$ cat config.mk
export PLATFORM = sky130hd
export DESIGN_NAME = mem_arbiter
export DESIGN_NICKNAME = d
export VERILOG_FILES = /design/src/rtl/mem_arbiter.sv
export SDC_FILE = /design/constraint.sdc
export NUM_CORES = 1
export LEC_CHECK = 0
export ABC_AREA = 1
export CORE_ASPECT_RATIO = 0.7
export CORE_MARGIN = 5
export CORE_UTILIZATION = 43
export CTS_BUF_LIST = sky130_fd_sc_hd__clkbuf_4 sky130_fd_sc_hd__clkbuf_8
export DETAILED_ROUTE_END_ITERATION = 12
export PLACE_DENSITY = 0.85
export SYNTH_ARGS = -nofsm -noshare
export SYNTH_HDL_FRONTEND = slang
export SYNTH_SLANG_ARGS = --single-unit
$ cat constraint.sdc
create_clock -name clk -period 1.5 [get_ports clk]
set_input_delay 0.225 -clock clk [delete_from_list [all_inputs] [get_ports clk]]
set_output_delay 0.225 -clock clk [all_outputs]
set_load 0.02 [all_outputs]
$ cat src/rtl/mem_arbiter.sv
// mem_arbiter: shares the single main-memory port between the instruction
// fetch refill path (port 0) and the data-cache refill/write-through path
// (port 1). One transaction is in flight at a time. The winning request is
// latched, so the requester may change its inputs while memory is working.
// Optional feature macro: MEM_ARB_RR_EN selects round-robin tie breaking.
// Without it, port 1 (data) wins every tie.
module mem_arbiter #(
  parameter int ADDR_WIDTH = 32,
  parameter int DATA_WIDTH = 32
) (
  input  logic                  clk,
  input  logic                  rst,
  input  logic                  r0_req,
  input  logic [ADDR_WIDTH-1:0] r0_addr,
  output logic                  r0_ack,
  output logic [DATA_WIDTH-1:0] r0_rdata,
  input  logic                  r1_req,
  input  logic                  r1_we,
  input  logic [2:0]            r1_addr_mode,
  input  logic [ADDR_WIDTH-1:0] r1_addr,
  input  logic [DATA_WIDTH-1:0] r1_wdata,
  output logic                  r1_ack,
  output logic [DATA_WIDTH-1:0] r1_rdata,
  output logic                  mem_req,
  output logic                  mem_we,
  output logic [2:0]            mem_addr_mode,
  output logic [ADDR_WIDTH-1:0] mem_addr,
  output logic [DATA_WIDTH-1:0] mem_wdata,
  input  logic                  mem_ready,
  input  logic [DATA_WIDTH-1:0] mem_rdata,
  output logic                  busy
);

  // Access-size code for a full word; instruction fetches always use it.
  localparam logic [2:0] DATA_ADDR_MODE_W = 3'b010;

  typedef enum logic [1:0] {
    IDLE,
    ACCESS,
    RESP
  } state_t;

  state_t                state_q;
  logic                  grant_q;
  logic                  grant_d;
  logic                  memReq_q;
  logic                  memWe_q;
  logic [2:0]            memMode_q;
  logic [ADDR_WIDTH-1:0] memAddr_q;
  logic [DATA_WIDTH-1:0] memWdata_q;
  logic                  r0Ack_q;
  logic                  r1Ack_q;
  logic [DATA_WIDTH-1:0] r0Rdata_q;
  logic [DATA_WIDTH-1:0] r1Rdata_q;
  logic                  busy_q;
`ifdef MEM_ARB_RR_EN
  logic                  lastGrant_q;
`endif

  // Choose the winner among pending requests (1 = port 1); it is used only in IDLE.
  always_comb begin
    grant_d = r1_req;
    if (r0_req && r1_req) begin
`ifdef MEM_ARB_RR_EN
      grant_d = ~lastGrant_q;
`else
      grant_d = 1'b1;
`endif
    end
  end

  // Transaction FSM: latch winner, wait for memory, pulse the winner's ack.
  always_ff @(posedge clk) begin
    if (rst) begin
      state_q    <= IDLE;
      grant_q    <= 1'b0;
      memReq_q   <= 1'b0;
      memWe_q    <= 1'b0;
      memMode_q  <= 3'b000;
      memAddr_q  <= '0;
      memWdata_q <= '0;
      r0Ack_q    <= 1'b0;
      r1Ack_q    <= 1'b0;
      r0Rdata_q  <= '0;
      r1Rdata_q  <= '0;
      busy_q     <= 1'b0;
`ifdef MEM_ARB_RR_EN
      lastGrant_q <= 1'b1;
`endif
    end else begin
      case (state_q)
        IDLE: begin
          if (r0_req || r1_req) begin
            state_q  <= ACCESS;
            grant_q  <= grant_d;
            memReq_q <= 1'b1;
            busy_q   <= 1'b1;
            if (grant_d) begin
              memWe_q    <= r1_we;
              memMode_q  <= r1_addr_mode;
              memAddr_q  <= r1_addr;
              memWdata_q <= r1_wdata;
            end else begin
              memWe_q    <= 1'b0;
              memMode_q  <= DATA_ADDR_MODE_W;
              memAddr_q  <= r0_addr;
              memWdata_q <= '0;
            end
`ifdef MEM_ARB_RR_EN
            lastGrant_q <= grant_d;
`endif
          end
        end
        ACCESS: begin
          if (mem_ready) begin
            state_q  <= RESP;
            memReq_q <= 1'b0;
            if (grant_q) begin
              r1Ack_q   <= 1'b1;
              r1Rdata_q <= memWe_q ? '0 : mem_rdata;
            end else begin
              r0Ack_q   <= 1'b1;
              r0Rdata_q <= memWe_q ? '0 : mem_rdata;
            end
          end
        end
        RESP: begin
          state_q <= IDLE;
          r0Ack_q <= 1'b0;
          r1Ack_q <= 1'b0;
          busy_q  <= 1'b0;
        end
        default: begin
          state_q <= IDLE;
        end
      endcase
    end
  end

  assign r0_ack        = r0Ack_q;
  assign r0_rdata      = r0Rdata_q;
  assign r1_ack        = r1Ack_q;
  assign r1_rdata      = r1Rdata_q;
  assign mem_req       = memReq_q;
  assign mem_we        = memWe_q;
  assign mem_addr_mode = memMode_q;
  assign mem_addr      = memAddr_q;
  assign mem_wdata     = memWdata_q;
  assign busy          = busy_q;

endmodule

After elaboration in Yosys (flattened, before gate mapping)
Cells that the tools add are included.
- bits in registers: 139
- bits of input ports: 137
- output and inout bits: 136
- word-level logic and storage cells: 52
- equal/unequal tests: 6
- muxes and demuxes: 19
- bitwise operators: 1
- reduce and logical (&&, ||, !) cells: 14
- operators by type and width (cell ; count):
    32-bit 2-to-1 mux ; 3
    3-bit AND reduction ; 5
    1-bit 2-to-1 mux ; 8
    2-bit != test, second input constant ; 4
    1-bit case mux with 2 select lines ; 4
    2-bit AND reduction ; 3
    2-bit nonzero test ; 3
    2-bit 2-to-1 mux ; 2
    2-bit case mux with 2 select lines ; 1
    3-bit 2-to-1 mux ; 1
    2-bit by 1-bit equality test with 1-bit output, second input constant ; 1
    2-bit equality test, second input constant ; 1
    2-bit logical NOT ; 1
    1-bit logical AND ; 1
    1-bit logical OR ; 1
    1-bit NOT ; 1

Logic depth before layout (Yosys ltp)
- word-level depth: 3
- depth in mapped cells: 8
- gate-level depth less buffers: 6

Least setup slack after synthesis
OpenSTA, ideal clock, no wires.
- path type: flip-flop to flip-flop
- from: register memWe_q (netlist: mem_we)
- to: register r0Rdata_q[12] (netlist: r0_rdata[12])
- arrival time: 1.057 ns
- data required time: 1.387 ns
- path slack: 0.330 ns
- stages on the path, launching flop included: 7
- period minus slack after synthesis: 1.170 ns
- cells stage by stage: dfxtp_1 -> inv_2 -> buf_2 -> nand2_1 -> inv_1 -> nor2_1 -> nor2_1
- longest elaborated chain between the ends: 1
- RTL lines (item ; RTL line ; source):
    from (decl) ; 47 ; logic memWe_q;
    from (signal assigned) ; 99 ; memWe_q <= r1_we;
    32-bit 2-to-1 mux ; 123 ; r0Rdata_q <= memWe_q ? '0 : mem_rdata;
    to (signal assigned) ; 123 ;
    to (decl) ; 53 ; logic [DATA_WIDTH-1:0] r0Rdata_q;
No other way between the ends.
A chain may end at the register's enable or synchronous reset.

Worst setup path in the final report
- from: register busy_q (netlist: busy)
- to: output busy
- RTL lines (item ; RTL line ; source):
    from (decl) ; 55 ; logic busy_q;
    from (signal assigned) ; 86 ; busy_q <= 1'b0;
    from (signal assigned) ; 97 ; busy_q <= 1'b1;
    from (signal assigned) ; 131 ; busy_q <= 1'b0;
    to (decl) ; 31 ; output logic busy
No word-level cell between the ends.

==> run_results.csv <==
group,metric,value,unit
placed_design,gp_congestion,0.8108,
cells_and_area,syn_to_final_growth,54.20,%
grt,grt_usage,0.2162,
yosys,synth_top_area_cell,"dfxtp_1",
clock_network,cts_tree,"done",
cells_and_area,multiInputGateArea,2636,um2
yosys,ys.flop_type,"dfxtp_1",
floorplanning,coreArea,13780,um2
pwr,leakagePower,4.751,nW
pwr,power_density,1032,nW/um2
sta,tightestPinTransition,0.3382,ns
yosys,synth_nets,1048,
placed_design,hpwl,13730,um
worst_setup_path,cpPeakStageDelay,0.40,ns
cells_and_area,final_net_count,1307,
worst_setup_path,worstPathMaxFanout,2,
grt,grt_max_degree,51,
sta,finalCritPeriodShare,0.9330,
floorplanning,die_h,108.7,um
clock_network,htree_levels,4,
cells_and_area,finalNonFillerCells,1372,
floorplanning,die_w,151.0,um
sta,setup_viol,0,
run,cap_violations,0,
route,drc_errors,0,
grt,antenna_found_initial,0,
yosys,synth.top_cell.area_share,0.4647,
yosys,ys_types,18,
route,antenna_left,0,
clock_network,numCtsBuffers,17,
worst_setup_path,critical_path_class,"flop to primary output",
yosys,synth-edff-count,0,
placed_design,port_buffers,272,
grt,busiest_layer,"met2",
route,wire_per_inst,13.42,um
yosys,synth_seq_cells,139,
sta,fin_tns_setup,0,ns
yosys,synth_area,5988,um2
route,viasPerCell,4.552,
cells_and_area,final_common_cell,"nand2_1",
clock_network,clkLatencyLatePin,0.43,ns
sta,rsz0062_at_grt,"false",
clock_network,clock_sinks,139,
clock_network,cts_setup_buffers,0,
sta,finalHoldWorstSlack,0.3424,ns
floorplanning,die-area,16420,um2
placed_design,place_inst,1341,
grt,globalRoute.totalOverflow,0,
worst_setup_path,endpoint_kind,"primary output",
grt,gr-usage-met2,0.3613,
worst_setup_path,cp.arrival,1.17,ns
cells_and_area,seq_area,2783,um2
clock_network,cts_hold_buffers,0,
cells_and_area,layout-drive-gt1-share,0.05838,
floorplanning,io_pins,273,
yosys,synth_area_per_cell,6.573,um2
clock_network,cts_root_buf,"clkbuf_8",
grt,met1_usage,0.2541,
worst_setup_path,worst_setup_path_start_kind,"flop",
placed_design,pre_cts_ws,-0.08990,ns
yosys,synth_area_leaders,"dfxtp_1 46%, nand2_1 21%, nor2_1 12%",
yosys,yosysSeqAreaShare,0.4647,
clock_network,cts_max_path_buffers,2,
worst_setup_path,worst_path_max_delay_cell,"dfxtp_1",
outcome,status,"finished, final reports clean",
clock_network,clk_pin_slew,0.07,ns
sta,period_minus_slack,1.400,ns
floorplanning,rows,36,
placed_design,place_area,8975,um2
min_path,min_path_type,"input port to flop",
worst_setup_path,path_cells,"dlygate4sd2_1",
sta,max_freq,0.7145,GHz
grt,met3_usage,0.08974,
pwr,irDropWorstVdd,0.0006609,V
cells_and_area,fin_area,9234,um2
cells_and_area,fillCellCount,1233,
yosys,yosysWarnings,0,
worst_setup_path,critPathRequiredTime,1.27,ns
floorplanning,start_util,0.4345,
sta,drv_slew,0,
route,vias,6246,
yosys,syn_inst,911,
route,drt-total-wl,18410,um
grt,grt_pass1_wl,28430,um
sta,finalHoldViolCount,0,
cells_and_area,fin_util,0.6699,
sta,slew_headroom,0.7740,
route,dr.pass1.iters,4,
worst_setup_path,crit_buf_inv,1,
sta,clock_skew,0.02317,ns
cells_and_area,layout_common_cells,"338 x nand2_1, 187 x nor2_1, 139 x dfxtp_1",
grt,grt_pass1_vias,5899,
worst_setup_path,path_delay_family,"flip-flops",
cells_and_area,diodes,0,
sta,setup_ws,0.1004,ns
yosys,async_flop_share,0,
route,drtIter0Drc,306,
pwr,p_total,9.528,mW
## power breakdown
| part | leakage, nW | switching (mW) | internal, mW |
|---|---|---|---|
| registers | 1.14 | 0.128 | 3.95 |
| clock network | 0.218 | 1.48 | 1.84 |
| logic | 3.39 | 1.19 | 0.941 |
| total | 4.75 | 2.80 | 6.73 |
## per-layer routing
metal	share of wire	vias up
li1	-	3261
met1	0.41	2737
met2	0.46	223
met3	0.11	25
met4	0.017	0
met5	0	-
## final timing paths
path	cells after the start	end	start	slack, ns
setup / recovery	1	busy	busy$_SDFFE_PP0P_	0.10
hold / removal	5	mem_addr_mode[1]$_SDFFE_PP0P_	r1_req	0.34
setup reg to reg	5	r0_rdata[12]$_SDFFE_PP0P_	state_q[0]$_SDFFE_PP0P_	0.20
hold reg to reg	2	mem_req$_SDFFE_PP0P_	mem_req$_SDFFE_PP0P_	0.46
## cells in the mapped netlist (2+ instances only)
library cell	number
nand2_2	2
nand2_1	338
buf_2	22
inv_1	61
nand3_1	63
clkbuf_1	16
nor2_2	2
and2_1	11
buf_1	2
dfxtp_1	139
a21oi_1	42
buf_6	5
buf_4	12
nor2_1	187
inv_2	4
nor2_4	3
## area by class of cell
class | count | area share
clock buffer | 18 | 0.02615
clock inverter | 13 | 0.02019
inverter | 66 | 0.02710
multi-input combinational | 649 | 0.2855
sequential | 139 | 0.3014
tap | 190 | 0.02575
timing repair buffer | 297 | 0.3140
## sequential cells by signal (all words and copies together), names as in the netlist
signal / flops
r0_rdata: 32
grant_q: 1
mem_addr: 32
state_q: 2
mem_we: 1
r0_ack: 1
r1_rdata: 32
mem_req: 1
r1_ack: 1
mem_addr_mode: 3
busy: 1
mem_wdata: 32
## what timing repair did
action                                  CTS  global route
hold endpoints to repair                  0             0
endpoints found under the setup margin  136             1
resized for setup                       136             1
## cells by family after synthesis
| family | count (synthesis) | share of synthesized area |
|---|---|---|
| AOI/OAI and AO/OA | 42 | 0.03510 |
| and+or+nand+nor | 607 | 0.4043 |
| DFF | 139 | 0.4647 |
| buffers and inverters | 123 | 0.09591 |
(Power assumes the default switching activity.)
